## src/rtl/updown_counter_param.sv

```systemverilog
// Parametrised up/down counter with modulus, wrap/saturate, enable prescaler,
// terminal-count pulse and sticky overflow; general counter/timer primitive.
module updown_counter_param #(
    parameter int unsigned WIDTH    = 8,
    parameter int unsigned MAX      = 255,
    parameter int unsigned SAT      = 0,
    parameter int unsigned PRESCALE = 1
) (
    input  logic             clk,
    input  logic             rst,
    input  logic             clr,
    input  logic             load,
    input  logic [WIDTH-1:0] load_val,
    input  logic             en,
    input  logic             up_dn,
    output logic [WIDTH-1:0] count,
    output logic             tc,
    output logic             ovf
);

    localparam int unsigned PW = (PRESCALE > 1) ? $clog2(PRESCALE) : 1;
    localparam logic [WIDTH-1:0] MAX_V  = WIDTH'(MAX);
    localparam logic [WIDTH-1:0] ZERO_V = '0;
    localparam logic [WIDTH-1:0] ONE_V  = WIDTH'(1);
    localparam logic [PW-1:0]    PRE_LAST = PW'(PRESCALE - 1);
    localparam logic [PW-1:0]    PRE_ONE  = PW'(1);
    localparam bit               SAT_MODE = (SAT != 0);

    logic [PW-1:0]    pre_q;
    logic [PW-1:0]    pre_d;
    logic [WIDTH-1:0] count_d;
    logic             tc_d;
    logic             ovf_d;
    logic             step_c;
    logic             at_top_c;
    logic             at_bot_c;

    assign step_c   = en && (pre_q == PRE_LAST);
    assign at_top_c = (count == MAX_V);
    assign at_bot_c = (count == ZERO_V);

    // Next-state: clr > load > step > prescale advance > hold.
    always_comb begin
        count_d = count;
        pre_d   = pre_q;
        tc_d    = 1'b0;
        ovf_d   = ovf;
        if (clr) begin
            count_d = ZERO_V;
            pre_d   = '0;
            ovf_d   = 1'b0;
        end else if (load) begin
            count_d = (load_val > MAX_V) ? MAX_V : load_val;
            pre_d   = '0;
        end else if (en) begin
            if (step_c) begin
                pre_d = '0;
                if (up_dn) begin
                    if (at_top_c) begin
                        count_d = SAT_MODE ? MAX_V : ZERO_V;
                        tc_d    = 1'b1;
                        ovf_d   = 1'b1;
                    end else begin
                        count_d = count + ONE_V;
                    end
                end else begin
                    if (at_bot_c) begin
                        count_d = SAT_MODE ? ZERO_V : MAX_V;
                        tc_d    = 1'b1;
                        ovf_d   = 1'b1;
                    end else begin
                        count_d = count - ONE_V;
                    end
                end
            end else begin
                pre_d = pre_q + PRE_ONE;
            end
        end
    end

    always_ff @(posedge clk or negedge rst) begin
        if (!rst) begin
            count <= ZERO_V;
            pre_q <= '0;
            tc    <= 1'b0;
            ovf   <= 1'b0;
        end else begin
            count <= count_d;
            pre_q <= pre_d;
            tc    <= tc_d;
            ovf   <= ovf_d;
        end
    end

endmodule

```

## config.mk

```make
export PLATFORM = sky130hd
export DESIGN_NAME = updown_counter_param
export DESIGN_NICKNAME = d
export VERILOG_FILES = /design/src/rtl/updown_counter_param.sv
export SDC_FILE = /design/constraint.sdc
export NUM_CORES = 1
export LEC_CHECK = 0
export CORE_MARGIN = 2
export CORE_UTILIZATION = 25
export CTS_CLUSTER_DIAMETER = 80
export DETAILED_ROUTE_END_ITERATION = 12
export SYNTH_ARGS = -nofsm -noshare
export SYNTH_HDL_FRONTEND = slang
export SYNTH_SLANG_ARGS = --single-unit
```

## constraint.sdc

```tcl
create_clock -name clk -period 2.05 [get_ports clk]
set_input_delay 0.41 -clock clk [delete_from_list [all_inputs] [get_ports clk]]
set_output_delay 0.41 -clock clk [all_outputs]
set_load 0.01 [all_outputs]
```

; ---- Yosys cells after proc, flatten, opt, wreduce, memory -nomap -nowiden
; Cells that the tools add are included.
[totals]
reg_bits = 11
word_cells = 47
[op_classes]
n_addsub = 3
n_lt_le_gt_ge = 1
n_eq_ne = 3
n_mux = 26
bitwise = 1
reduce_logical = 9
[ops]
columns = operator, count
row1 = $mux 8, 8
row2 = $mux 1, 18
row3 = $reduce_bool 3->1, 3
row4 = $add 8x1->8 const B, 1
row5 = $eq 8x8->1 const B, 1
row6 = $gt 8x8->1 const B, 1
row7 = $logic_not 8->1, 1
row8 = $sub 8x1->8 const B, 1
row9 = $reduce_and 5->1, 1
row10 = $reduce_bool 2->1, 2
row11 = $ne 3x2->1 const B, 1
row12 = $ne 2x2->1 const B, 1
row13 = $reduce_and 2->1, 1
row14 = $add 1x1->1 const B, 1
row15 = $logic_and 1x1->1, 1
row16 = $not 1->1, 1

; ---- Longest topological paths before layout
[logic_depth]
ltp_word = 7
ltp_mapped = 7
ltp_nobuf = 6

; ---- Least setup slack after synthesis
; OpenSTA, ideal clock, no wires.
[synth_path]
path_kind = reg-to-reg
startpoint = register count[0]
endpoint = register count[4]
setup_ns = 0.127
arrival_time_ns = 1.780
required_time_ns = 1.923
path_slack_ns = 0.143
stages_incl_launch_ff = 8
n_path_buf = 1
period_less_slack_ns = 1.907
path_cell_list = dfrtp_1 -> clkbuf_1 -> inv_1 -> ha_1 -> or3b_2 -> and3_1 -> nor3_1 -> o21ai_1
[synth_between]
elab_chain_len = 7
elab_cells_between_ends = 11
cone_classes = add/sub: 2 / eq/ne: 1 / mux: 7 / reduce/logical: 1
[synth_rtl]
columns = item, line
row1 = start: declaration, 16  ; output logic [WIDTH-1:0] count,
row2 = start signal: assignment, 88  ; count <= count_d;
row3 = $sub 8x1->8 (tied with other cells), 72  ; count_d = count - ONE_V;
row4 = $mux 8 (on tied branches), "67, 59"
row5 = $mux 8 *, 58  ; if (up_dn) begin
row6 = $mux 8 *, 56  ; if (step_c) begin
row7 = $mux 8 *, 55  ; end else if (en) begin
row8 = $mux 8 *, 52  ; end else if (load) begin
row9 = $mux 8 *, 48  ; if (clr) begin
; Mark *: on every way between the ends. The rest lies on a longest branch, timed or not. The select of a mux whose other input is x is not followed.
; A chain may end at the register's enable or synchronous reset.

; ---- Worst setup path after layout
[layout_path]
startpoint = register count[3]
endpoint = output count[3]
; No word-level cell between the ends.

==> results.ini <==
[layout]
final_util = 0.359
final_cell_mix = clkdlybuf4s50_1, buf_4, dfrtp_1
antennaDiodeCount = 0
area_growth_pct = 39.8
design_area_um2 = 1420
drive_above_1_share = 0.207
final_common_cell = clkdlybuf4s50_1
nets = 168

[routing]
drt-pass1-iter-count = 4
drt_iter0_drc = 22
avgRoutedWirePerCell_um = 14.4
drc_errors = 0
vias_per_cell = 5.40
totalWireLength_um = 2890
ant_nets = 0
via_count = 1079

[grt]
grt_use_total = 0.138
grt_pass1_wl_um = 4790
grt_pass1_vias = 1048
antenna_found_initial = 0
overflow = 0
grt_max_degree = 20

[clock_network]
cts_max_level = 1
clock_latency_ps = 240
ctsHoldBuffers = 0
post_cts_resized = 0
cts_buffers = 3
cts.sink_count = 11
cts_setup_buffers = 0
clkSlewWorstSetupHoldPaths_ps = 50
cts_tree = done
cts.path.max_buffers = 2
cts_root_buf = clkbuf_8

[synth]
ys_top_cells_by_area = dfrtp_1, a22oi_1, ha_1
synthCells = 121
synthesis.area_um2 = 1010
yosysUniqueCellTypes = 51
synthMuxAreaShare = 0
postSynth.asyncResetShare = 1.00
synthAdderAreaFrac = 0.0370
ys_ff_latch = 11
postSynthAreaPerCell_um2 = 8.38
yosys_warnings = 0
synth_top_area_frac = 0.272
yosysSeqAreaShare = 0.272
synth_edf_count = 0
synth_compound_area_frac = 0.319
syn_nets = 138
ys.flop_type = dfrtp_1
synthXorXnorAreaFrac = 0.0259
synth_top_family_by_area = compound AO/OA/AOI/OAI gates
synth_top_cell_by_area = dfrtp_1
yosys.area_share.simple = 0.272

[floorplan]
io_pins = 24
dieArea_um2 = 4580
core.rowCount = 23
core_um2 = 3940
die_x_um = 67.7
initial_core_util = 0.257
chipHeight_um = 67.7

[timing]
hold_slack_ps = 514
period_needed_ps = 1880
timing.fmax_mhz = 531
relSlewSlack = 0.647
finClkSkew_ps = 6.59
maxSlewViolCount = 0
period_share = 0.919
worstMarginPinSlew_ps = 528
fin_setup_tns_ps = 0
setup_viol = 0
rsz0062_at_grt = no
finalHoldViolCount = 0

[critical_path]
crit_fanout = 15
required_ps = 1640
cp-start-kind = flop
reg2reg_depth = 6
cp_num_cells = 1
setup.worst_path.class = flop to primary output
worstSetupEndpointType = primary output
cp.arrival_ps = 1470
critPathTopFamily = buffers and inverters
cp_slowest_cell = clkdlybuf4s50_1
critPathBufInv = 1
cp_slowest_stage_delay_ps = 620
cp_cell_sequence = clkdlybuf4s50_1

[pwr]
vdd_drop_max_mv = 0.360
power_mw = 0.783
power.leakage_nw = 0.528
p_per_area_nw_per_um2 = 553

[placement]
dp_hpwl_um = 2200
gp_congestion = 0.886
post_dp_cell_area_um2 = 1370
io_buffers = 23

[hold_path]
hold_path.class = input pin to asynchronous set/reset pin

[status]
status = completed

[flow_run]
drv_cap = 0

## path summary, 6_finish.rpt
kind | endpoint | start | slack (ps)
max in group asynchronous | count[3]$_DFFE_PN0P_ | rst | 1180
max | count[3] | count[3]$_DFFE_PN0P_ | 170
min | pre_q$_DFFE_PN0P_ | rst | 510
min in group clk | ovf$_DFFE_PN0P_ | ovf$_DFFE_PN0P_ | 540
max reg2reg | count[5]$_DFFE_PN0P_ | count[1]$_DFFE_PN0P_ | 230
min reg2reg | ovf$_DFFE_PN0P_ | ovf$_DFFE_PN0P_ | 540
## cells in the mapped netlist, drive strengths merged (2+ instances only)
master and number:
a21boi 3, a21oi 8, a22oi 6, a31oi 2, buf 6, clkbuf 7
dfrtp 11, ha 3, inv 4, nand2 5, nand3 7, nand4 4
nor2 5, nor2b 3, nor3 4, nor4b 2, o211ai 2, o21ai 5
o21bai 3, o221ai 2, o22ai 2, o31ai 5, or3b 2, or4 3
xor2 2
## metal layers
metal,track usage,part of all wire,vias up
met1,0.170,0.43,522
met2,0.234,0.49,34
li1,-,-,517
met3,0.0367,0.057,6
met4,0.0383,0.022,0
met5,0,0,-
## area by class of cell
class / count / area (µm²)
clock buffer: 3 / 41.3
clock inverter: 1 / 5.00
fill: 383 / 2530
inverter: 4 / 15.0
multi-input combinational: 93 / 662
sequential: 11 / 275
tap: 50 / 62.6
timing repair buffer: 38 / 355
## report_power, final
part / internal [mW] / switching, mW / leakage [nW]
combinational: 0.154 / 0.143 / 0.356
clock: 0.134 / 0.0873 / 0.0255
sequential: 0.232 / 0.0325 / 0.146
total: 0.520 / 0.263 / 0.528
## kinds of logic (layout without fill, tap and decap cells)
kind of cell	after synthesis	count (layout)
flops	11	11
xor+xnor	3	3
simple gates	43	43
fa+ha+maj	3	3
compound gates	44	44
buf+inv	17	46
## per-stage QoR
stage          instances  worst slack, ps
5_1_grt              200             83.6
6_report             200              165
3_5_place_dp         196             51.2
2_1_floorplan        121              143
3_3_place_gp         196             90.9
4_1_cts              200              155
## registers in the layout, indices dropped and copies added (netlist names)
name,cells
count,8
ovf,1
pre_q,1
tc,1
Power figures use the tool's default switching activity.
